--- src/rtl/keypad_scan_4x4.sv ---
// keypad_scan_4x4: 4x4 matrix keypad scanner with frame-level debounce.
// Drives one active-low row at a time, samples the synchronised active-low
// columns at the end of each row slot, and presents an accepted frame as a
// 16-bit one-hot key code (bit = 4*row + col), plus a press strobe.
// Optional build macro KEYPAD_MULTI_REJECT_EN: accepted patterns with two or
// more keys encode to zero (chord/ghost rejection). When undefined, the
// lowest-index pressed key wins.
module keypad_scan_4x4 #(
  parameter int unsigned SCAN_DIV       = 50000,
  parameter int unsigned DEBOUNCE_SCANS = 4
) (
  input  logic        clk,
  input  logic        RSTn,
  output logic [3:0]  row,
  input  logic [3:0]  col,
  output logic [15:0] onehot,
  output logic        key_valid,
  output logic        key_press
);

  localparam int unsigned DivW = $clog2(SCAN_DIV);
  localparam int unsigned CntW = $clog2(DEBOUNCE_SCANS + 1);
  localparam logic [DivW-1:0] DivLast = DivW'(SCAN_DIV - 1);
  localparam logic [CntW-1:0] CntMax  = CntW'(DEBOUNCE_SCANS);
  localparam logic [CntW-1:0] CntLast = CntW'(DEBOUNCE_SCANS - 1);

  // Scan states; the state value is also the driven row index.
  localparam logic [1:0] StRow0 = 2'd0;
  localparam logic [1:0] StRow1 = 2'd1;
  localparam logic [1:0] StRow2 = 2'd2;
  localparam logic [1:0] StRow3 = 2'd3;

  logic [3:0]      col_meta_q, col_sync_q;
  logic [1:0]      state_q, state_d;
  logic [DivW-1:0] div_cnt_q;
  logic [15:0]     frame_q;
  logic            frame_done_q;
  logic [15:0]     prev_q;
  logic [CntW-1:0] stable_cnt_q;
  logic [15:0]     onehot_q;
  logic            key_press_q;
  logic [15:0]     enc;
  logic            sample;

  assign sample = (div_cnt_q == DivLast);

  // Two-flop synchroniser for the asynchronous column inputs
  always_ff @(posedge clk) begin
    if (RSTn) begin
      col_meta_q <= 4'b1111;
      col_sync_q <= 4'b1111;
    end else begin
      col_meta_q <= col;
      col_sync_q <= col_meta_q;
    end
  end

  // Next row state: plain ring with no idle state
  always_comb begin
    state_d = StRow0;
    unique case (state_q)
      StRow0:  state_d = StRow1;
      StRow1:  state_d = StRow2;
      StRow2:  state_d = StRow3;
      StRow3:  state_d = StRow0;
      default: state_d = StRow0;
    endcase
  end

  // Row slot divider; advance the row after the sample cycle
  always_ff @(posedge clk) begin
    if (RSTn) begin
      state_q   <= StRow0;
      div_cnt_q <= '0;
    end else if (sample) begin
      state_q   <= state_d;
      div_cnt_q <= '0;
    end else begin
      div_cnt_q <= div_cnt_q + DivW'(1);
    end
  end

  // Active-low row drive: only the current row is pulled low
  always_comb begin
    row          = 4'b1111;
    row[state_q] = 1'b0;
  end

  // Capture inverted columns into the frame; flag the completed frame
  always_ff @(posedge clk) begin
    if (RSTn) begin
      frame_q      <= '0;
      frame_done_q <= 1'b0;
    end else begin
      frame_done_q <= sample && (state_q == StRow3);
      if (sample) begin
        frame_q[{state_q, 2'b00} +: 4] <= ~col_sync_q;
      end
    end
  end

`ifdef KEYPAD_MULTI_REJECT_EN
  logic multi;
  // Chords encode to no key at all
  always_comb begin
    multi = |(frame_q & (frame_q - 16'd1));
    enc   = multi ? 16'h0000 : frame_q;
  end
`else
  // Isolate the lowest set bit (zero stays zero, one-hot passes through)
  always_comb begin
    enc = frame_q & (~frame_q + 16'd1);
  end
`endif

  // Frame-level debounce: accept once after DEBOUNCE_SCANS repeats of a frame
  always_ff @(posedge clk) begin
    if (RSTn) begin
      prev_q       <= '0;
      stable_cnt_q <= '0;
      onehot_q     <= '0;
      key_press_q  <= 1'b0;
    end else begin
      key_press_q <= 1'b0;
      if (frame_done_q) begin
        if (frame_q != prev_q) begin
          prev_q       <= frame_q;
          stable_cnt_q <= '0;
        end else if (stable_cnt_q < CntMax) begin
          stable_cnt_q <= stable_cnt_q + CntW'(1);
          if (stable_cnt_q == CntLast) begin
            onehot_q    <= enc;
            key_press_q <= (enc != 16'h0000) && (enc != onehot_q);
          end
        end
      end
    end
  end

  assign onehot    = onehot_q;
  assign key_valid = |onehot_q;
  assign key_press = key_press_q;

endmodule

--- config.mk ---
export PLATFORM = sky130hd
export DESIGN_NAME = keypad_scan_4x4
export DESIGN_NICKNAME = d
export VERILOG_FILES = /design/src/rtl/keypad_scan_4x4.sv
export SDC_FILE = /design/constraint.sdc
export NUM_CORES = 1
export LEC_CHECK = 0
export CAP_MARGIN = 40
export CORE_MARGIN = 5
export CORE_UTILIZATION = 57
export DETAILED_ROUTE_END_ITERATION = 7
export PLACE_DENSITY_LB_ADDON = 0.2
export SYNTH_ARGS = -nofsm -noshare
export SYNTH_HDL_FRONTEND = slang
export SYNTH_SLANG_ARGS = --single-unit
--- constraint.sdc ---
create_clock -name clk -period 6.1 [get_ports clk]
set_clock_uncertainty 0.1 [all_clocks]
set_input_delay 1.525 -clock clk [delete_from_list [all_inputs] [get_ports clk]]
set_output_delay 1.525 -clock clk [all_outputs]
set_load 0.005 [all_outputs]
==> flow_metrics.tcl, run 1 <==
set metrics [dict create \
    hold_viol_final 0 \
    whs_ns 0.314 \
    drc 0 \
    drive_gt1_share_pct 7.03 \
    tightest_slew_ns 0.899 \
    crit_family "simple AND/OR/NAND/NOR gates" \
    worstSetupPathType "reg -> reg" \
    path_cells "xor2_1 > nor4_1 > nand4_1 > nand2_1 > mux2i_1 > nor2_1" \
    avgSynthCellArea_um2 8.65 \
    synth_edf_count 0 \
    pwr_density_cell_nw_per_um2 222 \
    final_cells 532 \
    cts_sinks 79 \
    drt_pass1_iterations 4 \
    ff2ff_setup_slack_ns 2.64 \
    cp-end-kind "flop" \
    gp_congestion 0.837 \
    cts.root.buffer_cell "clkbuf_8" \
    synthTopCellsByCount "dfxtp_1, nor2_1, nand2_1" \
    fin_setup_tns_ns 0 \
    cap_violations 0 \
    placed_area_um2 4000 \
    hold_path_end "col_sync_q[0]" \
    cts_buffers 9 \
    async_flop_share_pct 0 \
    synthCells 434 \
    core_um2 6390 \
    ys_warn_count 0 \
    post_drt_wl_per_cell_um 15.0 \
    cp.arrival_ns 3.58 \
    syn_area_um2 3750 \
    max_stage_delay_ns 1.02 \
    seq_area_frac_synth_pct 42.1 \
    post_cts_buffers 0 \
    clockBufferDepth 2 \
    antenna_found_initial 0 \
    hold_depth 1 \
    fp-row-count 29 \
    ctsHoldBuffers 0 \
    dieArea_um2 8310 \
    slowest_stage "nand2_1" \
    grt_pass1_wl_um 13700 \
    r2r-end "prev_q[11]" \
    synth_area_leaders "dfxtp_1, xor2_1, mux2i_1" \
    vias 3098 \
    ant_nets 0 \
    postCtsResizedCells 0 \
    cp.required_ns 6.22 \
    drv_slew 0 \
    port-buffer-count 27 \
    fin_crit_ns 3.46 \
    rsz0062_at_grt "false" \
    clock.fmax_ghz 0.289 \
    syn-num-nets 449 \
    drt_iter0_drc 162 \
    routed_wl_um 7980 \
    io_pins 28 \
    initial_utilization_pct 58.8 \
    h-tree-depth 3 \
    dpl.hpwl_um 5550 \
    via_per_inst 5.82 \
    holdCritPathClass "reg -> reg" \
    antenna_cells 0 \
    fp.dieH_um 91.2 \
    yosysTopAreaCellShare_pct 42.1 \
    cp-start-kind "flop" \
    syn_to_final_growth_pct 12.0 \
    finalInstanceArea_um2 4200 \
    grt_max_degree 67 \
    hp-start "col_meta_q[0]" \
    p_leak_nw 1.67 \
    grt_usage_pct 19.6 \
    synth-main-ff-cell "dfxtp_1" \
    clk_transition_reported_paths_ns 0.08 \
    slew_headroom_pct 39.9 \
    synth_most_common_cell "dfxtp_1" \
    final-setup-viol-count 0 \
    r2r-start "frame_q[0]" \
    clock_latency_ns 0.35 \
    r2r_cells 6 \
    num-nets-final 465 \
    ys_ff_latch 79 \
    path_max_fanout 21 \
    dp.cells 516 \
    synth_area_leader_cell "dfxtp_1" \
    final.period_utilization_pct 56.7 \
    grt_pass1_vias 2935 \
    synth_cell_types 46 \
    cts_tree "built" \
    cp.buffers_inverters 0 \
    die_w_um 91.2 \
    overflow 0 \
    vdd_drop_max_uv 156 \
    run_status "finished clean" \
]
## report_power, final
group	internal, mW	switching, mW
registers	0.519	0.00299
logic	0.00614	0.00989
clock network	0.193	0.203
## worst reg2reg max path: cells and delay by family, from the launching register on
family / cells / cell delay (ns)
xor gates and xnor gates: 1 / 0.13
muxes: 1 / 0.29
DFF: 1 / 0.62
and+or+nand+nor: 4 / 2.19
## kinds of logic (layout without fill, tap and decap cells)
family,Yosys count,after routing,synth area share [%]
multiplexers,21,21,5.60
flip-flops,79,79,42.1
buffers and inverters,35,56,4.50
AND/OR/NAND/NOR,190,190,26.9
AO/OA/AOI/OAI,68,68,10.4
adder cells (fa/ha/maj),9,9,3.00
XOR/XNOR,32,32,7.46
## routing by layer
metal | vias up | track usage (%) | routed length, µm
met3 | 12 | 4.46 | 483
li1 | 1550 | - | -
met4 | 0 | 5.75 | 91
met2 | 87 | 31.7 | 3710
met5 | - | 0 | 0
met1 | 1449 | 26.3 | 3690
## metrics by stage
stage,power (mW),util [%],setup WS [ns]
2_1_floorplan,0.545,-,3.67
3_3_place_gp,0.550,62.6,2.83
3_5_place_dp,0.551,62.6,2.73
4_1_cts,0.941,65.8,2.66
5_1_grt,0.969,65.8,2.39
6_report,0.934,65.8,2.64
## area by class of cell
| class | count | area [µm²] |
|---|---|---|
| clock buffer | 9 | 124 |
| inverter | 12 | 45.0 |
| multi-input combinational | 320 | 2000 |
| fill | 541 | 2180 |
| sequential | 79 | 1580 |
| tap | 77 | 96.3 |
| timing repair buffer | 28 | 273 |
| clock inverter | 7 | 80.1 |
## flip-flops by register name (all words and copies together), names as in the netlist
register and cells:
col_meta_q 4, col_sync_q 4, div_cnt_q 16, frame_done_q 1, frame_q 16, key_press 1, onehot 16, prev_q 16
stable_cnt_q 3, state_q 2
## worst max-delay path by stage
stage                             to   startpoint  cells after the start  slack (ns)
after floorplan               row[0]   state_q[0]                      3        3.67
after global placement     prev_q[2]   frame_q[0]                      6        2.83
after detailed placement   prev_q[0]   frame_q[0]                      6        2.73
after CTS                     row[0]   state_q[0]                      4        2.66
after global routing       prev_q[0]  frame_q[10]                      6        2.39
final                     prev_q[11]   frame_q[0]                      6        2.64
## cells in the final DEF (no fill, tap or decap), types with 9 or more instances in the layout
| master | Yosys | layout |
|---|---|---|
| o21ai_0 | 19 | 19 |
| xor2_1 | 28 | 28 |
| inv_1 | 12 | 12 |
| nand2_1 | 42 | 42 |
| mux2i_1 | 21 | 21 |
| nor2_1 | 52 | 52 |
| clkbuf_8 | 0 | 9 |
| a21oi_1 | 33 | 33 |
| dfxtp_1 | 79 | 79 |
| or2_2 | 9 | 9 |
| clkdlybuf4s50_1 | 0 | 26 |
| or3_1 | 21 | 21 |
| nor4_1 | 12 | 12 |
| ha_1 | 9 | 9 |
| nand3_1 | 13 | 13 |
No activity file was read; power rests on OpenSTA's default activity.
==> run 2, diff against run 1 <==
Clock period 6.1 ns to 3.3 ns, I/O delays scaled along.
==> run 2 against run 1 <==
Clock-buffer cell count did not move; global-route usage rose by 0.41 points; sequential power rose by 85%; largest power group unchanged; non-clock buffer count rose by 3; die area did not move; via count fell by 0.65%; routed wire length rose by 1.6%; register-to-register slack got worse by 1.8 ns; final cell count rose by 0.56%; power rose by 94%; first-iteration DRC count rose by 10%; flip-flop and latch count did not move.
==> flow_metrics.tcl, run 2 (synthesized netlist as in run 1, its figures left out) <==
set metrics [dict create \
    cp.buffers_inverters 3 \
    pwr_density_cell_nw_per_um2 426 \
    num-nets-final 468 \
    fin_setup_tns_ns 0 \
    drc 0 \
    cts_sinks 79 \
    h-tree-depth 3 \
    dpl.hpwl_um 5810 \
    fin_crit_ns 2.74 \
    ant_nets 0 \
    via_per_inst 5.75 \
    layout_commonest_cell "dfxtp_1" \
    postCtsResizedCells 0 \
    cts.root.buffer_cell "clkbuf_8" \
    clockBufferDepth 2 \
    hold_path_end "col_sync_q[2]" \
    drv_slew 0 \
    final_cell_mix "dfxtp_1, nor2_1, nand2_1" \
    final.period_utilization_pct 83.0 \
    io_pins 28 \
    cp.required_ns 2.37 \
    port-buffer-count 27 \
    tightest_slew_ns 0.822 \
    post_cts_buffers 0 \
    max_stage_delay_ns 0.53 \
    holdCritPathClass "reg -> reg" \
    cpMostUsedCell "inv_1" \
    slowest_stage "clkdlybuf4s50_1" \
    run_status "finished clean" \
    die_w_um 91.2 \
    cp-start-kind "flop" \
    syn_to_final_growth_pct 13.2 \
    initial_utilization_pct 58.8 \
    fp.dieH_um 91.2 \
    cap_violations 0 \
    vias 3078 \
    grt_pass1_wl_um 13900 \
    seq_power_share_pct 53.3 \
    sw_frac_of_total_pct 22.2 \
    core_um2 6390 \
    final-setup-viol-count 0 \
    clock_latency_ns 0.35 \
    power_frac_comb_pct 1.6 \
    hp-start "col_meta_q[2]" \
    r2r_cells 6 \
    dp_slack_ns 0.802 \
    rsz0062_at_grt "false" \
    crit_family "buffers and inverters" \
    cts_buffers 9 \
    drt_iter0_drc 179 \
    path_max_fanout 6 \
    drt_pass1_iterations 5 \
    antenna_found_initial 0 \
    clkPwrFrac_pct 45.0 \
    antenna_cells 0 \
    gp_congestion 0.829 \
    fin_ws_ns 0.562 \
    r2r-start "frame_q[0]" \
    slew_headroom_pct 45.2 \
    grt_pass1_vias 2925 \
    vdd_drop_max_uv 277 \
    p_switching_mw 0.403 \
    p_leak_nw 1.70 \
    cp-end-kind "output port" \
    hold_depth 1 \
    cts_tree "built" \
    utilization_pct 66.6 \
    clock.fmax_ghz 0.365 \
    cp.arrival_ns 1.81 \
    path_cells "inv_1 > ha_1 > inv_1 > clkdlybuf4s50_1" \
    ff2ff_setup_slack_ns 0.81 \
    post_drt_wl_per_cell_um 15.1 \
    internal-power_mw 1.41 \
    worstSetupPathType "reg -> out" \
    clk_transition_reported_paths_ns 0.09 \
    r2r-end "key_press" \
    grt_usage_pct 20.1 \
    ctsHoldBuffers 0 \
    hold_viol_final 0 \
    fp-row-count 29 \
    dieArea_um2 8310 \
    overflow 0 \
    routed_wl_um 8110 \
    drive_gt1_share_pct 7.64 \
    grt_max_degree 46 \
]
[run 2: changes by cell type in the layout (fill, tap and decap cells not counted), sizes merged]
cell    before  now
buf          2    5
bufinv       1    2
inv         14   15
clkinv       2    0
[run 2: through the flow]
step,cell area (µm²),power (mW),hold WS [ns],cells
floorplan,3750,1.01,0.289,434
global placement,4020,1.02,0.290,519
detailed placement,4020,1.02,0.297,519
CTS,4250,1.82,0.317,535
global route,4250,1.86,0.330,535
finish,4250,1.81,0.315,535
[run 2: routing by layer]
layer	wire length, µm	vias to the layer above	share of wire [%]	track usage (%)
met1	3870	1439	48	27.6
met2	3670	78	45	31.4
met5	0	-	0	0
met3	394	15	4.9	3.22
met4	165	0	2.0	8.07
li1	-	1546	-	-
[run 2: worst max path at each step]
stage / end / cells after the start / slack (ns) / start
6_report: row[0] / 4 / 0.56 / state_q[0]
5_1_grt: row[0] / 4 / 0.42 / state_q[0]
4_1_cts: row[0] / 4 / 0.57 / state_q[0]
3_5_place_dp: key_press / 6 / 0.80 / frame_q[2]
3_3_place_gp: key_press / 6 / 0.90 / frame_q[0]
2_1_floorplan: key_press / 7 / 1.30 / frame_q[6]
[run 2: area by class of cell]
cell class                      count  area [µm²]
Fill cell                         543        2140
Timing Repair Buffer               31         295
Inverter                           12        45.0
Clock buffer                        9         124
Multi-Input combinational cell    320        2000
Clock inverter                      7         104
Sequential cell                    79        1580
Tap cell                           77        96.3
[run 2: worst register-to-register path, cell delays in order, from the launching register on]
cell and delay, ns:
dfxtp_1 0.59, xor2_1 0.12, nor4_1 0.29, nand4_1 0.34, buf_4 0.31, or4_1 0.51, a41oi_1 0.16
[run 2: power groups by stage]
stage	registers, mW	logic [mW]	clock network, mW
after detailed placement	0.988	0.0299	0
after CTS	0.966	0.0300	0.829
after global placement	0.988	0.0295	0
after global routing	0.967	0.0331	0.863
after floorplan	0.986	0.0209	0
final	0.966	0.0297	0.815
==> run 3, diff against run 2 <==
Settings changed: CORE_UTILIZATION 57 to 52.
Clock period 3.3 ns to 2.3 ns, I/O delays scaled along.
==> run 3 against run 2 <==
Combinational power up 51%; critical path depth stayed put; utilization shrank 2.7 points; critical path type unchanged; critical endpoint is now row[1]; largest power group unchanged.
==> flow_metrics.tcl, run 3 (synthesized netlist as in run 1, its figures left out) <==
set metrics [dict create \
    run_status "finished clean" \
    core_um2 7140 \
    initial_utilization_pct 52.6 \
    hp-start "col_meta_q[0]" \
    crit_path_start "state_q[1]" \
    fp.dieH_um 95.0 \
    dpl.hpwl_um 6130 \
    cp-start-kind "flop" \
    grt_pass1_vias 3073 \
    vias 3222 \
    antenna_found_initial 0 \
    fill_cells 633 \
    totalPowerFinal_mw 2.72 \
    cts.root.buffer_cell "clkbuf_8" \
    slowest_stage "clkdlybuf4s50_1" \
    final-setup-viol-count 0 \
    pwr_density_cell_nw_per_um2 596 \
    cts_sinks 79 \
    r2r-start "frame_q[6]" \
    dieArea_um2 9020 \
    hold_depth 1 \
    antenna_cells 0 \
    dp.cells 566 \
    io_pins 28 \
    clockBufferDepth 2 \
    cpMostUsedCell "inv_1" \
    gp_congestion 0.892 \
    fin_ws_ns 0.0819 \
    grt_max_degree 25 \
    drc 0 \
    ant_nets 0 \
    holdCritPathClass "reg -> reg" \
    fp-row-count 31 \
    cts_buffers 9 \
    worstSetupPathType "reg -> out" \
    drive_gt1_share_pct 14.3 \
    syn_to_final_growth_pct 21.4 \
    grt_pass1_wl_um 14500 \
    hold_viol_final 0 \
    die_w_um 95.0 \
    p_leak_nw 1.87 \
    cp.required_ns 1.62 \
    cp.arrival_ns 1.54 \
    drv_slew 0 \
    h-tree-depth 3 \
    cp-end-kind "output port" \
    layout_commonest_cell "dfxtp_1" \
    post_drt_wl_per_cell_um 14.7 \
    port-buffer-count 27 \
    drt_iter0_drc 174 \
    fin_crit_ns 2.22 \
    max_stage_delay_ns 0.49 \
    dp_slack_ns 0.0832 \
    drt_pass1_iterations 5 \
    via_per_inst 5.54 \
    path_max_fanout 5 \
    cts_tree "built" \
    utilization_pct 63.9 \
    post_cts_buffers 0 \
    num-nets-final 493 \
    r2r_cells 8 \
    cap_violations 0 \
    final_cells 582 \
    clk_transition_reported_paths_ns 0.08 \
    vdd_drop_max_uv 402 \
    tightest_slew_ns 0.400 \
    path_cells "inv_1 > ha_1 > inv_1 > clkdlybuf4s50_1" \
    final_cell_mix "dfxtp_1, nor2_1, nand2_1" \
    grt_usage_pct 20.5 \
    whs_ns 0.311 \
    routed_wl_um 8570 \
    slew_headroom_pct 73.2 \
    final.period_utilization_pct 96.4 \
    clock_latency_ns 0.36 \
    clock.fmax_ghz 0.451 \
    overflow 0 \
]
==> run 3: cell count changes in the layout (fill, tap and decap cells not counted), moves of 3 or more <==
cell / before / now
dfxtp_1: 79 / 76
nor4_1: 12 / 8
clkdlybuf4s50_1: 26 / 23
buf_4: 4 / 27
nor4_2: 0 / 4
==> run 3: stage by stage <==
step	setup TNS [ns]	area, µm²
after CTS	0	4530
after global routing	-0.00725	4560
final	0	4560
after floorplan	0	3750
after global placement	0	4260
after detailed placement	0	4260
==> run 3: area by class of cell <==
class	instances	area (µm²)	share of cell area, %
multi-input cells	320	2040	44.7
clock buffers	10	138	3.02
flip-flops and latches	79	1590	34.9
well taps	99	124	2.72
repair buffers	56	508	11.1
inverters	12	45.0	0.988
clock inverters	6	116	2.55
==> run 3: what timing repair did <==
item                                    CTS  global route
gates resized for setup                  10             5
hold buffers                              0             0
pin swaps                                 1             1
endpoints found under the setup margin    4             3
==> run 3: power by group <==
group | total [mW] | switching (mW) | internal, mW
clock network | 1.29 | 0.530 | 0.758
logic | 0.0448 | 0.0273 | 0.0175
registers | 1.38 | 0.00803 | 1.37
total | 2.72 | 0.566 | 2.15
==> run 3: worst paths after layout <==
kind / to / slack [ns]
setup / recovery: row[1] / 0.08
hold / removal: col_sync_q[0] / 0.31
setup reg to reg: key_press / 0.11
hold reg to reg: col_sync_q[0] / 0.31
==> run 3: worst max-delay path: cells and delay by family, from the launching register on <==
kind / cells / cell delay (ns)
flops: 1 / 0.37
fa+ha+maj: 1 / 0.20
buf+inv: 3 / 0.62
==> run 3: routing by layer <==
metal / share of wire [%] / vias to the layer above / track usage [%]
met5: 0 / - / 0
met4: 2.7 / 0 / 9.62
met3: 5.4 / 23 / 4.06
met2: 45 / 93 / 31.6
met1: 47 / 1503 / 27.4
li1: - / 1603 / -
